==> src/rtl/mips_multicycle_controller.sv <==
// ============================================================================
// Module   : mips_multicycle_controller
// Brief    : Multi-cycle MIPS control FSM with memory handshake and retire count.
// Revision : 1.0
// ============================================================================
`default_nettype none

module mips_multicycle_controller #(
  parameter int MEM_WAIT_EN = 1,
  parameter int CNT_W       = 32
) (
  input  logic             clk,
  input  logic             rst,
  input  logic [5:0]       OpCode,
  input  logic [5:0]       Func,
  input  logic             Zero,
  input  logic             MemReady,
  output logic             PCWrite,
  output logic             IorD,
  output logic             MemRead,
  output logic             MemWrite,
  output logic             IRWrite,
  output logic [1:0]       RegDst,
  output logic [1:0]       MemToReg,
  output logic             RegWrite,
  output logic             AluSrcA,
  output logic [1:0]       AluSrcB,
  output logic [1:0]       PCSrc,
  output logic [2:0]       AluOperation,
  output logic             InstrDone,
  output logic             Illegal,
  output logic [CNT_W-1:0] RetiredCount,
  output logic [3:0]       State
);

  typedef enum logic [3:0] {
    S_FETCH    = 4'd0,
    S_DECODE   = 4'd1,
    S_MEM_ADDR = 4'd2,
    S_MEM_RD   = 4'd3,
    S_LW_WB    = 4'd4,
    S_MEM_WR   = 4'd5,
    S_EXEC_R   = 4'd6,
    S_R_WB     = 4'd7,
    S_EXEC_I   = 4'd8,
    S_I_WB     = 4'd9,
    S_BRANCH   = 4'd10,
    S_JUMP     = 4'd11,
    S_JAL      = 4'd12,
    S_JR       = 4'd13
  } state_t;

  localparam logic [5:0] c_OP_R    = 6'b000000;
  localparam logic [5:0] c_OP_LW   = 6'b100011;
  localparam logic [5:0] c_OP_SW   = 6'b101011;
  localparam logic [5:0] c_OP_BEQ  = 6'b000100;
  localparam logic [5:0] c_OP_BNE  = 6'b000101;
  localparam logic [5:0] c_OP_ADDI = 6'b001000;
  localparam logic [5:0] c_OP_SLTI = 6'b001010;
  localparam logic [5:0] c_OP_J    = 6'b000010;
  localparam logic [5:0] c_OP_JAL  = 6'b000011;

  localparam logic [5:0] c_FN_ADD = 6'b100000;
  localparam logic [5:0] c_FN_SUB = 6'b100010;
  localparam logic [5:0] c_FN_AND = 6'b100100;
  localparam logic [5:0] c_FN_OR  = 6'b100101;
  localparam logic [5:0] c_FN_SLT = 6'b101010;
  localparam logic [5:0] c_FN_JR  = 6'b001000;

  localparam logic [2:0] c_ALU_AND = 3'b000;
  localparam logic [2:0] c_ALU_OR  = 3'b001;
  localparam logic [2:0] c_ALU_ADD = 3'b010;
  localparam logic [2:0] c_ALU_SUB = 3'b110;
  localparam logic [2:0] c_ALU_SLT = 3'b111;

  state_t           r_state;
  state_t           w_next;
  logic [CNT_W-1:0] r_retired;

  logic       w_ready;
  logic       w_pcWrite, w_iorD, w_memRead, w_memWrite, w_irWrite;
  logic [1:0] w_regDst, w_memToReg, w_aluSrcB, w_pcSrc;
  logic       w_regWrite, w_aluSrcA, w_instrDone, w_illegal;
  logic [2:0] w_aluOp;
  logic [2:0] w_rAluOp;
  logic       w_rLegal;

  assign w_ready = (MEM_WAIT_EN != 0) ? MemReady : 1'b1;

  // R-type function decode; jr is legal but never reaches EXEC_R
  always_comb begin
    w_rLegal = 1'b1;
    w_rAluOp = c_ALU_ADD;
    case (Func)
      c_FN_ADD: w_rAluOp = c_ALU_ADD;
      c_FN_SUB: w_rAluOp = c_ALU_SUB;
      c_FN_AND: w_rAluOp = c_ALU_AND;
      c_FN_OR:  w_rAluOp = c_ALU_OR;
      c_FN_SLT: w_rAluOp = c_ALU_SLT;
      c_FN_JR:  w_rAluOp = c_ALU_ADD;
      default:  w_rLegal = 1'b0;
    endcase
  end

  always_comb begin
    w_pcWrite   = 1'b0;
    w_iorD      = 1'b0;
    w_memRead   = 1'b0;
    w_memWrite  = 1'b0;
    w_irWrite   = 1'b0;
    w_regDst    = 2'd0;
    w_memToReg  = 2'd0;
    w_regWrite  = 1'b0;
    w_aluSrcA   = 1'b0;
    w_aluSrcB   = 2'd0;
    w_pcSrc     = 2'd0;
    w_aluOp     = c_ALU_AND;
    w_instrDone = 1'b0;
    w_illegal   = 1'b0;
    w_next      = S_FETCH;
    case (r_state)
      S_FETCH: begin
        w_memRead = 1'b1;
        w_aluSrcB = 2'd1;
        w_aluOp   = c_ALU_ADD;
        if (w_ready) begin
          w_irWrite = 1'b1;
          w_pcWrite = 1'b1;
          w_next    = S_DECODE;
        end else begin
          w_next    = S_FETCH;
        end
      end
      S_DECODE: begin
        w_aluSrcB = 2'd3;
        w_aluOp   = c_ALU_ADD;
        case (OpCode)
          c_OP_LW, c_OP_SW:     w_next = S_MEM_ADDR;
          c_OP_BEQ, c_OP_BNE:   w_next = S_BRANCH;
          c_OP_ADDI, c_OP_SLTI: w_next = S_EXEC_I;
          c_OP_J:               w_next = S_JUMP;
          c_OP_JAL:             w_next = S_JAL;
          c_OP_R: begin
            if (!w_rLegal)          w_illegal = 1'b1;
            else if (Func == c_FN_JR) w_next  = S_JR;
            else                    w_next    = S_EXEC_R;
          end
          default: w_illegal = 1'b1;
        endcase
      end
      S_MEM_ADDR: begin
        w_aluSrcA = 1'b1;
        w_aluSrcB = 2'd2;
        w_aluOp   = c_ALU_ADD;
        w_next    = (OpCode == c_OP_SW) ? S_MEM_WR : S_MEM_RD;
      end
      S_MEM_RD: begin
        w_memRead = 1'b1;
        w_iorD    = 1'b1;
        w_next    = w_ready ? S_LW_WB : S_MEM_RD;
      end
      S_LW_WB: begin
        w_regWrite  = 1'b1;
        w_memToReg  = 2'd1;
        w_instrDone = 1'b1;
      end
      S_MEM_WR: begin
        w_memWrite  = 1'b1;
        w_iorD      = 1'b1;
        w_instrDone = w_ready;
        w_next      = w_ready ? S_FETCH : S_MEM_WR;
      end
      S_EXEC_R: begin
        w_aluSrcA = 1'b1;
        w_aluOp   = w_rAluOp;
        w_next    = S_R_WB;
      end
      S_R_WB: begin
        w_regWrite  = 1'b1;
        w_regDst    = 2'd1;
        w_instrDone = 1'b1;
      end
      S_EXEC_I: begin
        w_aluSrcA = 1'b1;
        w_aluSrcB = 2'd2;
        w_aluOp   = (OpCode == c_OP_SLTI) ? c_ALU_SLT : c_ALU_ADD;
        w_next    = S_I_WB;
      end
      S_I_WB: begin
        w_regWrite  = 1'b1;
        w_instrDone = 1'b1;
      end
      S_BRANCH: begin
        w_aluSrcA   = 1'b1;
        w_aluOp     = c_ALU_SUB;
        w_pcSrc     = 2'd1;
        w_instrDone = 1'b1;
        w_pcWrite   = (OpCode == c_OP_BNE) ? ~Zero : Zero;
      end
      S_JUMP: begin
        w_pcSrc     = 2'd2;
        w_pcWrite   = 1'b1;
        w_instrDone = 1'b1;
      end
      // PC already holds PC+4 from FETCH, so it is the link value
      S_JAL: begin
        w_pcSrc     = 2'd2;
        w_pcWrite   = 1'b1;
        w_regWrite  = 1'b1;
        w_regDst    = 2'd2;
        w_memToReg  = 2'd2;
        w_instrDone = 1'b1;
      end
      S_JR: begin
        w_pcSrc     = 2'd3;
        w_pcWrite   = 1'b1;
        w_instrDone = 1'b1;
      end
      default: w_next = S_FETCH;
    endcase
  end

  always_ff @(posedge clk) begin
    if (rst) begin
      r_state   <= S_FETCH;
      r_retired <= '0;
    end else begin
      r_state <= w_next;
      if (w_instrDone) r_retired <= r_retired + CNT_W'(1);
    end
  end

  // Every output is forced low while reset is held
  assign PCWrite      = w_pcWrite & ~rst;
  assign IorD         = w_iorD & ~rst;
  assign MemRead      = w_memRead & ~rst;
  assign MemWrite     = w_memWrite & ~rst;
  assign IRWrite      = w_irWrite & ~rst;
  assign RegDst       = rst ? 2'd0 : w_regDst;
  assign MemToReg     = rst ? 2'd0 : w_memToReg;
  assign RegWrite     = w_regWrite & ~rst;
  assign AluSrcA      = w_aluSrcA & ~rst;
  assign AluSrcB      = rst ? 2'd0 : w_aluSrcB;
  assign PCSrc        = rst ? 2'd0 : w_pcSrc;
  assign AluOperation = rst ? 3'd0 : w_aluOp;
  assign InstrDone    = w_instrDone & ~rst;
  assign Illegal      = w_illegal & ~rst;
  assign RetiredCount = rst ? '0 : r_retired;
  assign State        = rst ? 4'd0 : r_state;

endmodule

`default_nettype wire

==> config.mk <==
export PLATFORM = sky130hd
export DESIGN_NAME = mips_multicycle_controller
export DESIGN_NICKNAME = d
export VERILOG_FILES = /design/src/rtl/mips_multicycle_controller.sv
export SDC_FILE = /design/constraint.sdc
export NUM_CORES = 1
export LEC_CHECK = 0
export BUFFER_PORTS_ARGS = -buffer_cell sky130_fd_sc_hd__buf_2
export CAP_MARGIN = 0
export CORE_MARGIN = 2
export CORE_UTILIZATION = 51
export CTS_BUF_LIST = sky130_fd_sc_hd__clkbuf_4
export CTS_CLUSTER_SIZE = 10
export DETAILED_ROUTE_END_ITERATION = 6
export MAX_ROUTING_LAYER = met4
export PLACE_DENSITY_LB_ADDON = 0.05
export SETUP_SLACK_MARGIN = 0.1
export SYNTH_ARGS = -nofsm -noshare
export SYNTH_HDL_FRONTEND = slang
export SYNTH_SLANG_ARGS = --single-unit
==> constraint.sdc <==
create_clock -name clk -period 4.6 [get_ports clk]
set_input_delay 1.15 -clock clk [delete_from_list [all_inputs] [get_ports clk]]
set_output_delay 1.15 -clock clk [all_outputs]
set_load 0.02 [all_outputs]
==> impl_metrics.toml, run 1 <==
[finish]
synthToLayoutAreaGrowth_pct = 14.9
nets = 445
layout_commonest_cell = "buf_2"
stdcell_count = 498
final_cell_mix = "buf_2, nor2_1, dfxtp_1, nor2b_1, a21oi_1"
drive_gt1_share_pct = 21.7
antenna_cells = 0

[timing]
fin_crit_sh_pct = 81.5
tightest_slew_ns = 0.747
final.setup.tns_ns = 0
hold_viol = 0
maxSlewViolCount = 0
period_minus_slack_ns = 3.75
fmax_mhz = 267
setup_violations = 0
finClkSkew_ns = 0.0184
rsz0062_at_grt = "false"
max_slew_margin_pct = 50.2

[cts]
ctsHoldBuffers = 0
cts.repair.resized = 0
cts_root_buf = "clkbuf_4"
insertion_delay_ns = 0.34
post-cts-setup-buffer-count = 0
cts_tree = "built"
cts_made_buffers = 5
htreeDepth = 2
cts.path.max_buffers = 2
cts.sinks = 36
clkTransAtPathRegs_ns = 0.11

[detailed_routing]
detailroute.via_count = 2812
wirelength_um = 6500
firstDrtPassIters = 5
ant_nets = 0
drc = 0
via_per_inst = 5.65
wl_per_cell_um = 13.1
drt_iter0_drc = 315

[critical_path]
arrival_ns = 2.60
r2r_cells = 5
crit_type = "primary input to primary output"
startpoint_type = "primary input"
worst_ep_required_time_ns = 3.45
cp_max_fo = 4
r2r_setup_slack_ns = 1.96
crit_path_end_kind = "primary output"

[yosys]
synth_fa_ha_area_share_pct = 0.468
synth_compound_area_share_pct = 18.6
ys_warn_count = 0
synth_nets = 389
synth_top_cell_by_area = "dfxtp_1"
synth-async-reset-ratio_pct = 0
synthCells = 372
synth_ff_type = "dfxtp_1"
synth.area.top_cells = "dfxtp_1, nor2b_1, nor2_1"
synth.cell_area_um2 = 2680
yosys.area.top_type_share_pct = 26.9
syn_area_per_cell_um2 = 7.19
synth.yosys.seq_area_share_pct = 26.9
synth-simple-area-share_pct = 42.9
synth_top_family_by_area = "simple AND/OR/NAND/NOR gates"
synth_cell_type_count = 52
yosys.area_share.xor_xnor_pct = 3.27
synth_edf_count = 0
ys_ff_latch = 36
muxShareOfSynthArea_pct = 2.06

[pwr]
p_leak_nw = 1.25
power.ir.vdd_worst_mv = 0.138
power.density_nw_per_um2 = 178

[grt]
grt_pass1_wl_um = 11200
grt_max_degree = 45
grtUsageTotal_pct = 23.1
grt_overflow_total = 0
first_global_vias = 2447
antenna_found_initial = 0

[floorplanning]
start_util_pct = 52.7
die_w_um = 76.4
ios = 72
dieArea_um2 = 5840
die_h_um = 76.4
rows = 26
coreArea_um2 = 5070

[place]
place_hpwl_um = 4700
dpl.cell_count = 491
gp_congestion = 0.970
port_buffers = 71

[hold_path]
hold_depth = 2
hold_class = "flop to flop"

[flow_run]
max_cap_violations = 0

[status]
status = "complete, no violations"
## final timing paths
kind / from / to
setup / recovery: Func[0] / Illegal
setup reg to reg: r_state[3] / r_retired[16]
hold / removal: r_retired[20] / r_retired[20]
hold reg to reg: r_retired[20] / r_retired[20]
## logic make-up after synthesis
kind of cell / after synthesis
multiplexers: 5
AND/OR/NAND/NOR: 204
flip-flops: 36
XOR/XNOR: 10
AO/OA/AOI/OAI: 81
buffers and inverters: 35
adder cells (fa/ha/maj): 1
## state kept, by name, indices dropped and copies added (netlist names)
name	flops
r_state	4
r_retired	32
## synth_stat cells (all sizes together), types with 2 or more instances
cell type and n:
a211oi 2, a21o 4, a21oi 30, a22oi 2, a41oi 2, and2 4
and3 6, and4 2, buf 9, clkbuf 16, dfxtp 36, inv 10
mux2 4, nand2 27, nand2b 10, nand3 15, nand3b 2, nand4 14
nor2 45, nor2b 35, nor3 11, nor3b 4, nor4 4, nor4b 3
o21ai 21, o221ai 2, o31ai 9, or2 2, or3 7, or4 12
xnor2 2, xor2 8
## power by group
| part | total, mW | internal [mW] | switching (mW) | leakage, nW |
|---|---|---|---|---|
| clock network | 0.163 | 0.0622 | 0.101 | 0.0315 |
| logic | 0.0669 | 0.0240 | 0.0429 | 0.928 |
| registers | 0.316 | 0.312 | 0.00405 | 0.290 |
| total | 0.546 | 0.398 | 0.148 | 1.25 |
## worst max-delay path: stages
cell and delay, ns:
buf_2 0.12, nor3b_1 0.33, a22oi_1 0.16, nor4_1 0.50, a2111oi_0 0.14, buf_2 0.20
## stage by stage
step                      setup slack (ns)  utilization, %  total power, mW  cell area (µm²)  hold WS, ns
final                                0.849            60.6            0.546             3070        0.499
after global routing                 0.657            60.6            0.573             3070        0.530
after CTS                            0.879            60.6            0.552             3070        0.497
after detailed placement             0.874            59.6            0.389             3020        0.472
after global placement               0.955            59.6            0.389             3020        0.468
after floorplan                      0.481               -            0.367             2680        0.447
## layer usage
layer / GRT usage, % / share of wire (%)
met5: - / 0
met4: 4.91 / 0.91
met3: 4.15 / 6.2
met2: 37.3 / 45
met1: 30.4 / 48
## cell type report
| cell class | count | area (µm²) |
|---|---|---|
| tap | 70 | 87.6 |
| clock inverter | 1 | 5.00 |
| inverter | 10 | 37.5 |
| timing repair buffer | 74 | 378 |
| clock buffer | 6 | 45.0 |
| multi-input combinational | 301 | 1800 |
| sequential | 36 | 721 |
| fill | 505 | 2000 |
Note: power is estimated with default switching activity, not from simulation.
==> run 2: changes to the inputs <==
==> constraint.sdc (replaced) <==
create_clock -name clk -period 3.7 [get_ports clk]
set_input_delay 0.925 -clock clk [delete_from_list [all_inputs] [get_ports clk]]
set_output_delay 0.925 -clock clk [all_outputs]
set_load 0.02 [all_outputs]
==> run 2 against run 1 <==
Non-clock buffer count increased by 1. Sequential share of layout area decreased by 0.11 points. First-iteration DRC count decreased by 37%. Sequential cell count unchanged. Clock power increased by 31%. Final cell count increased by 0.40%. Cell area increased by 0.49%. Core utilization increased by 0.30 points. Sequential power increased by 24%. Clock skew decreased by 0.0074 ns. Clock-buffer cell count unchanged. Largest cell class unchanged.
==> impl_metrics.toml, run 2 (same netlist as run 1, synthesis figures left out) <==
[status]
status = "complete, no violations"

[cts]
cts.path.max_buffers = 2
clkTransAtPathRegs_ns = 0.11
cts.sinks = 36
cts_made_buffers = 5
cts_root_buf = "clkbuf_4"
cts_tree = "built"
post-cts-setup-buffer-count = 0
cts.repair.resized = 0
insertion_delay_ns = 0.33
ctsHoldBuffers = 0
htreeDepth = 2

[floorplanning]
die_w_um = 76.4
coreArea_um2 = 5070
start_util_pct = 52.7
rows = 26
ios = 72
die_h_um = 76.4
dieArea_um2 = 5840

[timing]
final.setup.tns_ns = 0
fmax_mhz = 303
tightest_slew_ns = 0.848
whs_ns = 0.492
finClkSkew_ns = 0.0110
rsz0062_at_grt = "false"
setup_violations = 0
max_slew_margin_pct = 43.5
hold_viol = 0
fin_crit_sh_pct = 89.3
maxSlewViolCount = 0
period_minus_slack_ns = 3.30

[finish]
reg.largest.list = "r_retired x32, r_state x4"
final_core_util_pct = 60.9
regMostFlops = "r_retired"
antenna_cells = 0
layout_commonest_cell = "buf_2"
drive_gt1_share_pct = 21.9
nets = 446
stdcell_area_um2 = 3090
largest_register_ffs = 32
synthToLayoutAreaGrowth_pct = 15.4
final_cell_mix = "buf_2, nor2_1, dfxtp_1, nor2b_1, a21oi_1"

[pwr]
p_switching_mw = 0.191
p_clk_share_pct = 30.9
power.density_nw_per_um2 = 223
p_leak_nw = 1.25
p_comb_share_pct = 12.1
p_total_mw = 0.689
p_sw_share_pct = 27.7
p_seq_share_pct = 57.1
internal_power_mw = 0.498
power.ir.vdd_worst_mv = 0.198

[hold_path]
hold_depth = 2
hold_path_end = "r_retired[31]"
hold_class = "flop to flop"
hold_start = "r_retired[31]"

[detailed_routing]
wirelength_um = 6330
drc = 0
drt_iter0_drc = 199
via_per_inst = 5.60
wl_per_cell_um = 12.7
ant_nets = 0
firstDrtPassIters = 4
detailroute.via_count = 2798

[place]
port_buffers = 71
place_hpwl_um = 4550
gp_congestion = 0.879
place_area_um2 = 3030

[critical_path]
crit_path_end_kind = "primary output"
cp_max_fo = 6
timing.rr.start = "r_state[3]"
crit_chain = "buf_2 -> nor3b_1 -> a22oi_1 -> nor4_1 -> a2111oi_1 -> buf_2"
crit_type = "primary input to primary output"
cpPeakStageDelay_ns = 0.52
worst_ep_required_time_ns = 2.77
startpoint_type = "primary input"
crit_slowest_cell = "nor4_1"
r2r-end = "r_retired[28]"
path_common_cell = "buf_2"
r2r_cells = 6
r2r_setup_slack_ns = 1.27
crit_buf_inv = 2
arrival_ns = 2.38
path_delay_family = "simple AND/OR/NAND/NOR gates"

[flow_run]
max_cap_violations = 0

[grt]
grt_pass1_wl_um = 11200
antenna_found_initial = 0
first_global_vias = 2396
grtUsageTotal_pct = 23.0
grt_max_degree = 51
grt_overflow_total = 0
[run 2: cell count changes in the layout (fill, tap and decap cells not counted), sizes merged]
| cell | delta |
|---|---|
| buf | +1 |
| clkinvlp | +1 |
[run 2: layout make-up]
class	instances	area (µm²)
sequential	36	721
clock buffer	6	45.0
clock inverter	2	11.3
tap	70	87.6
timing repair buffer	75	385
inverter	10	37.5
fill	506	1990
multi-input combinational	301	1800
[run 2: per-stage QoR]
stage / worst slack [ns] / std cells
final: 0.396 / 500
after global routing: 0.250 / 500
after floorplan: 0.273 / 372
after detailed placement: 0.412 / 492
after global placement: 0.467 / 492
after CTS: 0.410 / 500
[run 2: worst max-delay path by stage]
stage               startpoint       to  slack [ns]  cells past startpoint
floorplan            OpCode[3]  Illegal        0.27                      6
global placement       Func[0]  Illegal        0.47                      6
detailed placement     Func[2]  Illegal        0.41                      6
CTS                    Func[2]  Illegal        0.41                      6
global route           Func[2]  Illegal        0.25                      6
finish                 Func[2]  Illegal        0.40                      6
[run 2: power by group through the flow]
stage	clock network, mW	registers [mW]	logic (mW)
2_1_floorplan	0	0.398	0.0588
3_3_place_gp	0	0.402	0.0817
3_5_place_dp	0	0.402	0.0824
4_1_cts	0.220	0.393	0.0825
5_1_grt	0.238	0.394	0.0933
6_report	0.213	0.393	0.0831
[run 2: tightest hold or removal path, stage by stage (launching register included)]
cell and delay (ns):
dfxtp_1 0.34, o31ai_1 0.07, a21oi_1 0.06
[run 2: per-layer routing]
metal / vias to the layer above / wire length, µm / GRT usage (%)
li1: 1454 / - / -
met1: 1258 / 3120 / 32.8
met2: 82 / 2820 / 34.1
met3: 4 / 335 / 3.44
met4: 0 / 49 / 6.00
met5: - / 0 / -
==> run 3: changes to the inputs <==
--- a/config.mk
+++ b/config.mk
@@ -9,7 +9,6 @@
 export CAP_MARGIN = 0
 export CORE_MARGIN = 2
 export CORE_UTILIZATION = 51
-export CTS_BUF_LIST = sky130_fd_sc_hd__clkbuf_4
 export CTS_CLUSTER_SIZE = 10
 export DETAILED_ROUTE_END_ITERATION = 6
 export MAX_ROUTING_LAYER = met4
@@ -18,3 +17,4 @@
 export SYNTH_ARGS = -nofsm -noshare
 export SYNTH_HDL_FRONTEND = slang
 export SYNTH_SLANG_ARGS = --single-unit
+export TNS_END_PERCENT = 1
==> run 3 against run 2 <==
Critical path depth stayed put. Non-clock buffer count stayed put. Final cell count stayed put. Cell area is 1.2% higher. First-iteration DRC count is 5.5% lower. Global-route usage is 0.26 points higher. Fmax is 0.26% higher. Clock-buffer cell count is 1 higher. Routed wire length is 0.54% higher.
==> impl_metrics.toml, run 3 (same netlist as run 1, synthesis figures left out) <==
[grt]
first_global_vias = 2408
grtUsageTotal_pct = 23.3
grt_max_degree = 51
grt_overflow_total = 0
grt_pass1_wl_um = 11300
antenna_found_initial = 0

[critical_path]
path_common_cell = "buf_2"
crit_buf_inv = 2
timing.rr.start = "r_state[3]"
r2r-end = "r_retired[16]"
r2r_setup_slack_ns = 1.26
cp_max_fo = 6
cpPeakStageDelay_ns = 0.51
crit_path_end_kind = "primary output"
crit_type = "primary input to primary output"
r2r_cells = 6
startpoint_type = "primary input"
cp.depth = 6
path_delay_family = "simple AND/OR/NAND/NOR gates"
crit_slowest_cell = "nor4_1"
arrival_ns = 2.37
crit_chain = "buf_2 -> nor3b_1 -> a22oi_1 -> nor4_1 -> a2111oi_1 -> buf_2"
worst_ep_required_time_ns = 2.77

[finish]
layout_commonest_cell = "buf_2"
drive_gt1_share_pct = 21.9
reg.largest.list = "r_retired x32, r_state x4"
ff_latch_area_um2 = 721
synthToLayoutAreaGrowth_pct = 16.8
multi_input_area_um2 = 1800
final_cell_mix = "buf_2, nor2_1, dfxtp_1, nor2b_1, a21oi_1"
stdcell_area_um2 = 3130
regMostFlops = "r_retired"
nets = 446
largest_register_ffs = 32
stdcell_count = 500
antenna_cells = 0
fill_cells = 504

[pwr]
p_leak_nw = 1.27
p_total_mw = 0.771
power.ir.vdd_worst_mv = 0.194
power.density_nw_per_um2 = 246

[timing]
fin_crit_sh_pct = 89.1
maxSlewViolCount = 0
hold_viol = 0
whs_ns = 0.487
finClkSkew_ns = 0.0102
max_slew_margin_pct = 42.8
setup_violations = 0
final.setup.tns_ns = 0
tightest_slew_ns = 0.858
period_minus_slack_ns = 3.30
fmax_mhz = 303
rsz0062_at_grt = "false"

[cts]
cts.repair.resized = 0
ctsHoldBuffers = 0
cts_made_buffers = 5
clkTransAtPathRegs_ns = 0.08
cts.path.max_buffers = 2
cts.sinks = 36
insertion_delay_ns = 0.28
htreeDepth = 2
cts_root_buf = "clkbuf_8"
post-cts-setup-buffer-count = 0
cts_tree = "built"

[hold_path]
hold_class = "flop to flop"
hold_path_end = "r_retired[31]"
hold_start = "r_retired[31]"
hold_depth = 2

[floorplanning]
die_w_um = 76.4
ios = 72
die_h_um = 76.4
rows = 26
dieArea_um2 = 5840
coreArea_um2 = 5070
start_util_pct = 52.7

[detailed_routing]
drt_iter0_drc = 188
wirelength_um = 6360
firstDrtPassIters = 4
detailroute.via_count = 2775
via_per_inst = 5.55
drc = 0
wl_per_cell_um = 12.7
ant_nets = 0

[flow_run]
max_cap_violations = 0

[place]
place_hpwl_um = 4550
dpl.cell_count = 492
gp_congestion = 0.879
port_buffers = 71
place_area_um2 = 3030

[status]
status = "complete, no violations"
run 3: changes by cell type in the layout (fill, tap and decap cells not counted):
cell	previous run	this run
clkbuf_1	0	1
clkbuf_4	6	0
clkbuf_8	0	6
clkinv_1	1	0
run 3: routing by layer:
layer  GRT usage (%)  vias to the layer above  routed length [µm]
li1                -                     1458                   -
met1            33.0                     1252                3180
met2            34.5                       63                2880
met3            3.44                        2                 270
met4            6.55                        0                  28
met5               -                        -                   0
run 3: layout make-up:
type	count	share of cell area, %
Sequential cell	36	23.0
Tap cell	70	2.80
Timing Repair Buffer	75	12.3
Clock inverter	1	0.240
Inverter	10	1.20
Clock buffer	7	2.76
Multi-Input combinational cell	301	57.6
run 3: how the worst max path moves through the flow:
stage	startpoint	endpoint	slack, ns
2_1_floorplan	OpCode[3]	Illegal	0.27
3_3_place_gp	Func[0]	Illegal	0.47
3_5_place_dp	Func[2]	Illegal	0.41
4_1_cts	Func[2]	Illegal	0.41
5_1_grt	Func[2]	Illegal	0.25
6_report	Func[2]	Illegal	0.40
run 3: per-stage QoR:
step | setup slack (ns) | utilization (%)
after CTS | 0.409 | 61.6
after global placement | 0.467 | 59.8
after floorplan | 0.273 | -
final | 0.404 | 61.6
after detailed placement | 0.412 | 59.8
after global routing | 0.249 | 61.6
run 3: worst register-to-register path, stage by stage (launching register included):
cell and delay [ns]:
dfxtp_1 0.74, nand2b_1 0.26, nand3_1 0.15, buf_4 0.21, nand4_4 0.28, nor4_1 0.33, mux2_2 0.37
run 3: report_power, final:
part	switching, mW	internal, mW	total, mW
sequential	0.00500	0.388	0.393
clock	0.143	0.151	0.294
combinational	0.0533	0.0301	0.0834
